--- src/rtl/mem_arbiter.sv ---
// mem_arbiter: two-requester (IFU / LSU) arbiter in front of a single memory
// port. One transaction in flight; round-robin on ties; a response watchdog
// turns a silent memory into an error response for the owning requester.
module mem_arbiter #(
   parameter int ADDR_W  = 32,
   parameter int DATA_W  = 32,
   parameter int TIMEOUT = 255
) (
   input  logic                clock,
   input  logic                rst_n,
   input  logic                ifu_req_valid,
   output logic                ifu_req_ready,
   input  logic [ADDR_W-1:0]   ifu_addr,
   output logic                ifu_resp_valid,
   input  logic                ifu_resp_ready,
   output logic [DATA_W-1:0]   ifu_rdata,
   output logic                ifu_resp_err,
   input  logic                lsu_req_valid,
   output logic                lsu_req_ready,
   input  logic [ADDR_W-1:0]   lsu_addr,
   input  logic                lsu_wen,
   input  logic [DATA_W-1:0]   lsu_wdata,
   input  logic [DATA_W/8-1:0] lsu_wstrb,
   output logic                lsu_resp_valid,
   input  logic                lsu_resp_ready,
   output logic [DATA_W-1:0]   lsu_rdata,
   output logic                lsu_resp_err,
   output logic                mem_req_valid,
   input  logic                mem_req_ready,
   output logic [ADDR_W-1:0]   mem_addr,
   output logic                mem_wen,
   output logic [DATA_W-1:0]   mem_wdata,
   output logic [DATA_W/8-1:0] mem_wstrb,
   input  logic                mem_resp_valid,
   output logic                mem_resp_ready,
   input  logic [DATA_W-1:0]   mem_rdata,
   output logic                busy
);

   typedef enum logic [1:0] {IDLE, REQ, RESP, ERR} state_t;

   localparam logic [15:0] TLIM = 16'(TIMEOUT - 1);

   state_t              state, state_nxt;
   logic                owner;   // 0 = IFU, 1 = LSU
   logic                last;    // owner of the most recent grant
   logic [ADDR_W-1:0]   addr;
   logic                wen;
   logic [DATA_W-1:0]   wdata;
   logic [DATA_W/8-1:0] wstrb;
   logic [15:0]         tcnt;

   logic                accept;
   logic                owner_ready;
   logic                rsp_valid;
   logic                rsp_err;
   logic [DATA_W-1:0]   rsp_data;

   // Grant: a lone requester wins; on a tie the one that did not win last time.
   assign ifu_req_ready = (state == IDLE) && ifu_req_valid && (!lsu_req_valid || last);
   assign lsu_req_ready = (state == IDLE) && lsu_req_valid && (!ifu_req_valid || !last);
   assign accept        = ifu_req_ready || lsu_req_ready;
   assign owner_ready   = owner ? lsu_resp_ready : ifu_resp_ready;

   assign busy          = (state != IDLE);
   assign mem_req_valid = (state == REQ);
   assign mem_addr      = addr;
   assign mem_wen       = wen;
   assign mem_wdata     = wdata;
   assign mem_wstrb     = wstrb;

   // State register.
   always_ff @(posedge clock or negedge rst_n) begin
      if (!rst_n) state <= IDLE;
      else        state <= state_nxt;
   end

   // Next state, response routing back to the owner, memory response ready.
   always_comb begin
      state_nxt      = state;
      mem_resp_ready = 1'b0;
      rsp_valid      = 1'b0;
      rsp_err        = 1'b0;
      rsp_data       = '0;
      case (state)
         IDLE: begin
            mem_resp_ready = 1'b1;   // swallow stray late responses
            if (accept) state_nxt = REQ;
         end
         REQ: begin
            if (mem_req_ready) state_nxt = RESP;
         end
         RESP: begin
            mem_resp_ready = owner_ready;
            rsp_valid      = mem_resp_valid;
            rsp_data       = mem_resp_valid ? mem_rdata : '0;
            if (mem_resp_valid && owner_ready)     state_nxt = IDLE;
            else if (!mem_resp_valid && tcnt == TLIM) state_nxt = ERR;
         end
         ERR: begin
            mem_resp_ready = 1'b1;
            rsp_valid      = 1'b1;
            rsp_err        = 1'b1;
            if (owner_ready) state_nxt = IDLE;
         end
         default: state_nxt = IDLE;
      endcase
      ifu_resp_valid = rsp_valid & ~owner;
      lsu_resp_valid = rsp_valid &  owner;
      ifu_resp_err   = rsp_err   & ~owner;
      lsu_resp_err   = rsp_err   &  owner;
      ifu_rdata      = owner ? '0 : rsp_data;
      lsu_rdata      = owner ? rsp_data : '0;
   end

   // Capture the granted request; IFU requests are always plain reads.
   always_ff @(posedge clock or negedge rst_n) begin
      if (!rst_n) begin
         owner <= 1'b0;
         last  <= 1'b0;
         addr  <= '0;
         wen   <= 1'b0;
         wdata <= '0;
         wstrb <= '0;
      end else if (accept) begin
         owner <= lsu_req_ready;
         last  <= lsu_req_ready;
         addr  <= lsu_req_ready ? lsu_addr : ifu_addr;
         wen   <= lsu_req_ready & lsu_wen;
         wdata <= lsu_req_ready ? lsu_wdata : '0;
         wstrb <= lsu_req_ready ? lsu_wstrb : '0;
      end
   end

   // Watchdog: counts silent RESP cycles; a stalled valid response is not silent.
   always_ff @(posedge clock or negedge rst_n) begin
      if (!rst_n)
         tcnt <= '0;
      else if (state == REQ && mem_req_ready)
         tcnt <= '0;
      else if (state == RESP && !mem_resp_valid && tcnt != TLIM)
         tcnt <= tcnt + 16'd1;
   end

endmodule

--- config.mk ---
export PLATFORM = sky130hd
export DESIGN_NAME = mem_arbiter
export DESIGN_NICKNAME = d
export VERILOG_FILES = /design/src/rtl/mem_arbiter.sv
export SDC_FILE = /design/constraint.sdc
export NUM_CORES = 1
export LEC_CHECK = 0
export BUFFER_PORTS_ARGS = -buffer_cell sky130_fd_sc_hd__buf_4
export CELL_PAD_IN_SITES_DETAIL_PLACEMENT = 0
export CELL_PAD_IN_SITES_GLOBAL_PLACEMENT = 1
export CORE_ASPECT_RATIO = 0.7
export CORE_MARGIN = 3
export CORE_UTILIZATION = 30
export CTS_BUF_LIST = sky130_fd_sc_hd__clkbuf_4 sky130_fd_sc_hd__clkbuf_8 sky130_fd_sc_hd__clkbuf_16
export DETAILED_ROUTE_END_ITERATION = 10
export PLACE_DENSITY = 0.91
export SLEW_MARGIN = 20
export SYNTH_ARGS = -nofsm -noshare
export SYNTH_HDL_FRONTEND = slang
export SYNTH_SLANG_ARGS = --single-unit
--- constraint.sdc ---
create_clock -name clock -period 1.85 [get_ports clock]
set_input_delay 0.2775 -clock clock [delete_from_list [all_inputs] [get_ports clock]]
set_output_delay 0.2775 -clock clock [all_outputs]
set_load 0.02 [all_outputs]
# After elaboration in Yosys (flattened, before gate mapping)
# Cells that the tools add are included.
# classes
addsub	1
n_eq_ne	9
mux	19
bitwise_logic	6
n_reduce_logical	21
# op_table
operator	n
32-bit two-way mux	6
16-bit two-way mux	2
16-bit by 1-bit adder with 16-bit output, second input constant	1
16-bit by 8-bit == test with 1-bit output, second input constant	1
16-bit by 8-bit inequality test with 1-bit output, second input constant	1
2-bit two-way mux	5
1-bit logical AND	9
2-bit one-hot mux with 4 select lines	1
1-bit bitwise AND	5
2-bit == test, second input constant	2
1-bit logical NOT	4
4-bit two-way mux	1
2-bit inequality test, second input constant	2
1-bit one-hot mux with 2 select lines	2
4-bit AND reduction	1
2-bit nonzero test	2
1-bit logical OR	3
3-bit inequality test, second input constant	1
2-bit by 1-bit == test with 1-bit output, second input constant	1
2-bit logical NOT	1
1-bit two-way mux	2
2-bit by 1-bit inequality test with 1-bit output, second input constant	1
2-bit OR reduction	1
1-bit inverter	1
# totals
regBits	88
input_bits	141
output_inout_bits	142
word_cells	63

# Depth between registers and ports, before layout
# Gate-level depths: netlist of run 1.
# logic_depth
ltp_word	6
depth_mapped	7

# Least setup slack after synthesis of run 1
# No wires, ideal clock.
# synth_path
kind	reg-to-output
start	register state[0]
end	output ifu_rdata[10]
arrival_time_ns	1.427
path_slack_ns	0.145
stages_incl_launch_ff	6
n_path_buf	1
cell_sequence	dfrtp_1 inv_1 ha_1 and3_1 clkbuf_1 and2_1
# synth_between
elab_chain_len	3
# synth_lines
item	line	source
from (decl)	44	state_t state, state_nxt;
from (signal assigned)	75	else state <= state_nxt;
2-bit == test	85	case (state)
32-bit two-way mux	85	
32-bit two-way mux	112	ifu_rdata = owner ? '0 : rsp_data;
to (decl)	16	output logic [DATA_W-1:0] ifu_rdata,
# Every way passes these cells.

# Worst setup path in the final report of run 1
# layout_path
start	register state[0]
end	output ifu_rdata[31]
# Same word-level chain as after synthesis.

==> results of run 1 <==
-- layer usage --
layer / track usage / share of wire
met4: 0.0401 / 0.010
met1: 0.248 / 0.43
met5: 0 / 0
met2: 0.316 / 0.50
met3: 0.0463 / 0.056
-- final cells by class --
cell class,instances,area share
timing repair buffer,317,0.363
multi-input combinational,307,0.285
clock buffer,10,0.0302
tap,190,0.0300
inverter,8,0.00379
sequential,88,0.278
clock inverter,6,0.00963
-- flip-flops by register name (all words and copies together) (netlist names) --
register / flops
last: 1
mem_addr: 32
mem_wstrb: 4
tcnt: 16
mem_wdata: 32
mem_wen: 1
state: 2
-- report_power, final --
group	leakage, nW	switching, mW	total, mW	internal (mW)
combinational	2.61	2.96	5.72	2.76
sequential	1.13	0.461	3.09	2.63
clock	0.155	0.817	1.92	1.11
total	3.90	4.24	10.7	6.50
-- cell families after synthesis --
kind of cell    Yosys count  share of synthesized area
buf+inv                  38                     0.0409
compound gates          110                      0.165
flops                    88                      0.496
fa+ha+maj                 8                     0.0226
mux                      34                     0.0770
simple gates            155                      0.198
-- worst register-to-register path: stages, from the launching register on --
cell and delay [ns]:
dfrtp_1 0.40, inv_2 0.09, buf_4 0.14, ha_4 0.14, nand2_2 0.07, a21oi_4 0.19
buf_8 0.18, clkbuf_16 0.18, mux2i_1 0.19, o21ai_0 0.08
-- Yosys cell counts, types with 3 or more instances --
master    number
nand2_1       45
nand3_1        4
and4_4         3
a21oi_1       16
and3_1         3
a22o_1        38
o21ai_0       44
ha_1           8
inv_1          8
clkbuf_1      20
or3_1         10
and2_1        65
mux2i_1       33
nor2_1         5
buf_4          4
nand4_1        4
buf_2          3
or4_1          3
dfrtp_1       88
-- how the worst max path moves through the flow --
| stage | startpoint | to | slack, ns | depth (start not counted) |
|---|---|---|---|---|
| 2_1_floorplan | state[0] | ifu_rdata[10] | 0.15 | 5 |
| 5_1_grt | state[0] | ifu_rdata[31] | -0.16 | 6 |
| 4_1_cts | state[0] | lsu_rdata[13] | -0.05 | 6 |
| 3_5_place_dp | state[1] | mem_addr[16] | 0.02 | 7 |
| 6_report | state[0] | ifu_rdata[31] | -0.1 | 6 |
| 3_3_place_gp | state[0] | tcnt[15] | 0.08 | 6 |
-- repair_timing --
item / 4_1_cts / 5_1_grt
cloned: 3 / 4
endpoints found under the setup margin: 69 / 99
hold buffers: 1 / 0
buffers inserted: 9 / 1
pin swaps: 7 / 1
endpoints found under the hold margin: 28 / 0
resized for setup: 87 / 65
-- stage by stage --
stage | cell area, sq um | util
after global placement | 6880 | 0.485
after floorplan | 4440 | -
after CTS | 7680 | 0.541
after global routing | 7920 | 0.558
after detailed placement | 6880 | 0.485
final | 7920 | 0.558
==> results.ini, run 1 <==
[setup_path]
critPathKind=register to output port
r2r-end=mem_addr[12]
start_kind=register
cp_slowest_cell=dfrtp_1
rrSetupSlack_ns=0.04
worstPathCellList=inv_2 > ha_4 > and3_4 > clkbuf_16 > and2_1 > buf_6
critPathArrivalTime_ns=1.67
rr_worst_depth=9
crit_path_end_kind=output port
slowest_delay_ns=0.40
crit_family=flip-flops
cp.required_ns=1.57
regToRegStartpoint=state[0]
cp_max_fo=16
cp_num_buf_inv=3

[detailed_routing]
wl_mm=16.7
via_count=4493
drc=0
detail_route.wl_per_cell_um=18.0
drt_first_pass_iters=4
via_per_inst=4.85
postRouteAntennaNets=0
first_iter_violations=288

[finish]
mostFrequentLayoutCell=buf_4
multi_input_area_sq_mm=0.00226
fin_nets=880
n_antenna_cell=0
final_layout_size_suffix_gt1_frac=0.550
layout_common_cells=buf_4, dfrtp_1, buf_6
final.fill_count=1213
final_cells=926
register_area_sq_mm=0.00220
area_growth_pct=78.6

[die]
dieArea_sq_mm=0.0163
core_sq_mm=0.0142
die_x_um=151
die_h_um=108
rows=36
start_util=0.313
io_pins=283

[timing]
rsz0062_at_grt=yes
drv_slew=0
period_share=1.05
fin_setup_tns_ns=-3.60
slew_headroom=0.593
finalHoldViolCount=0
timing.final.ws_setup_ns=-0.0957
post-route-min-period_ns=1.95
worst_pin_slew_ns=0.608
fin_skew_ns=0.00725
fmax_mhz=514
setup_viol=66
hold_ws_ns=0.159

[placed_design]
place_ws_ns=0.0193
place.gp.congestion=0.794
post-place-cells=893
numPortBuffers=282
dp_hpwl_mm=11.4

[synth]
ys.warnings.count=0
avgSynthCellArea_sq_um=10.2
syn_inst=433
synth.distinct_cells=43
seq_area_frac_synth=0.496
synth_area_sq_mm=0.00444
ys_ff_latch=88
synth_top_area_share=0.496
synthArstFlopShare=1.00
synth_area_leaders=dfrtp_1, and2_1, a22o_1
synthesis.nets=582
synth.largest_area_cell=dfrtp_1
synth_edf_count=0
ys_dominant_reg_cell=dfrtp_1

[clock_tree]
clock_path_buffers=2
clock_latency_ns=0.34
cts_tree=yes
cts_root_buf=clkbuf_16
cts.htree.levels=3
cts_made_buffers=9
clk_pin_slew_ns=0.07
cts.sink_count=88

[worst_hold_path]
holdPathStages=2
min_path_type=primary input to register
hold-path-endpoint=mem_wdata[8]
min_from=lsu_wdata[8]

[run_status]
run_status=complete, but fails checks
violations=setup timing

[global_route]
grt_pass1_wl_mm=24.3
antenna_found_initial=0
first_global_vias=4660
overflow=0
grt_usage=0.189
grt_max_degree=36

[flow_run]
cap_violations=0

[power_and_ir_drop]
leakagePower_nw=3.90
p_per_area_mw_per_mm2=1350
peakVddDrop_mv=0.776
finalPower_mw=10.7

(Power assumes the default switching activity.)
==> run 2, diff against run 1 <==
Settings changed: GPL_TIMING_DRIVEN from default to 0.
==> run 2 against run 1 <==
  * The run ends with hold timing, setup timing left
  * Critical path type unchanged
  * Setup slack improved by 0.017 ns
  * Flip-flop and latch count did not move
  * Global-route usage fell by 0.21 points
  * Critical path depth did not move
  * Critical endpoint is now ifu_rdata[2]
  * Clock power fell by 6%
==> results.ini, run 2 (synthesis gave the netlist of run 1 again) <==
[placed_design]
numPortBuffers=282
dp_hpwl_mm=12.1
place_ws_ns=-0.559
place.gp.congestion=0.856

[power_and_ir_drop]
finalPower_mw=10.6
p_switching_mw=4.31
peakVddDrop_mv=0.757
comb_power_share=0.540
leakagePower_nw=3.91
pwr-share-seq=0.290
p_sw_frac=0.407
p_int_mw=6.28
clkPwrFrac=0.170
p_per_area_mw_per_mm2=1330

[detailed_routing]
postRouteAntennaNets=0
drt_first_pass_iters=4
first_iter_violations=251
wl_mm=16.4
via_per_inst=4.78
detail_route.wl_per_cell_um=17.5
drc=0
via_count=4488

[run_status]
violations=hold timing, setup timing
run_status=complete, but fails checks

[setup_path]
rr_worst_depth=7
regToRegStartpoint=state[0]
r2r-end=tcnt[15]
critPathArrivalTime_ns=1.65
worstPathCellList=inv_2 > ha_4 > and3_4 > buf_8 > and2_1 > buf_6
cp.required_ns=1.57
cp_slowest_cell=dfrtp_1
cp_max_fo=10
rrSetupSlack_ns=-0.03
crit_path_end_kind=output port
crit_family=flip-flops
slowest_delay_ns=0.40
cp_num_buf_inv=3
start_kind=register
critPathKind=register to output port

[clock_tree]
cts_hold_buffers=0
clk_pin_slew_ns=0.07
cts.sink_count=88
clock_latency_ns=0.35
cts_made_buffers=9
cts.htree.levels=3
cts_tree=yes
clock_path_buffers=2
cts_root_buf=clkbuf_16

[timing]
finalHoldViolCount=8
post-route-min-period_ns=1.93
worst_pin_slew_ns=0.800
fin_setup_tns_ns=-3.46
hold_ws_ns=-0.00746
rsz0062_at_grt=yes
fmax_mhz=519
fin_skew_ns=0.00557
setup_viol=64
period_share=1.04
timing.final.ws_setup_ns=-0.0785
slew_headroom=0.467
drv_slew=0

[finish]
mostFrequentLayoutCell=buf_4
final.fill_count=1192
layout_common_cells=buf_4, dfrtp_1, buf_6
final_layout_size_suffix_gt1_frac=0.563
n_antenna_cell=0
fin_nets=892
area_growth_pct=78.9

[global_route]
overflow=0
grt_pass1_wl_mm=23.9
antenna_found_initial=0
first_global_vias=4626
grt_usage=0.187
grt_max_degree=89

[die]
dieArea_sq_mm=0.0163
start_util=0.313
core_sq_mm=0.0142
die_h_um=108
die_x_um=151
rows=36
io_pins=283

[flow_run]
cap_violations=0

[worst_hold_path]
min_path_type=primary input to async pin

[run 2: cell types whose count changed in the layout (fill, tap and decap cells not counted), moves of 3 or more]
| cell | delta |
|---|---|
| o21ai_1 | -4 |
| clkbuf_2 | +13 |
| and2_4 | -3 |
| buf_4 | -4 |
| o21ai_0 | +4 |
| buf_8 | +5 |
| and2_1 | +4 |
[run 2: power by group through the flow]
stage | registers, mW | clock network, mW | logic [mW]
detailed placement | 3.06 | 0 | 4.88
floorplan | 3.79 | 0 | 1.92
CTS | 3.06 | 1.86 | 5.28
global route | 3.15 | 1.95 | 6.12
finish | 3.07 | 1.80 | 5.72
global placement | 3.05 | 0 | 4.75
[run 2: metrics by stage]
stage	cell area (sq um)	instances	utilization
2_1_floorplan	4440	433	-
3_3_place_gp	6790	905	0.479
3_5_place_dp	6790	905	0.479
4_1_cts	7560	928	0.533
5_1_grt	7940	938	0.559
6_report	7940	938	0.559
[run 2: timing repair]
action / CTS / global route
gates cloned: 0 / 5
resized for setup: 124 / 93
pin swaps: 5 / 7
endpoints found under the setup margin: 150 / 139
buffers inserted: 7 / 6
[run 2: routing by layer]
| metal | global-route usage | vias up | part of all wire |
|---|---|---|---|
| li1 | - | 2143 | - |
| met1 | 0.247 | 2201 | 0.43 |
| met2 | 0.306 | 127 | 0.51 |
| met3 | 0.0480 | 17 | 0.051 |
| met4 | 0.0433 | 0 | 0.0092 |
| met5 | 0 | - | 0 |
[run 2: area by class of cell]
type	count	area, sq um	area share
plain buffers	30	288	0.0363
repair buffers	299	2580	0.325
well taps	190	238	0.0300
inverters	8	32.5	0.00410
clock buffers	9	225	0.0284
multi-input cells	307	2290	0.289
clock inverters	7	72.6	0.00915
flip-flops and latches	88	2200	0.278
[run 2: worst max path at each step]
stage | startpoint | to | slack (ns) | depth (start not counted)
2_1_floorplan | state[0] | ifu_rdata[10] | 0.15 | 5
3_3_place_gp | state[0] | lsu_req_ready | -0.45 | 6
3_5_place_dp | state[0] | lsu_req_ready | -0.56 | 6
4_1_cts | state[0] | lsu_rdata[27] | -0.09 | 6
5_1_grt | last | ifu_rdata[21] | -0.17 | 6
6_report | state[0] | ifu_rdata[2] | -0.08 | 6
[run 2: worst register-to-register path, cell delays in order (launching register included)]
cell and delay [ns]:
dfrtp_1 0.40, inv_2 0.11, ha_4 0.15, buf_4 0.14, and2b_2 0.20, nand4_1 0.16
or4_4 0.52, a21oi_2 0.13
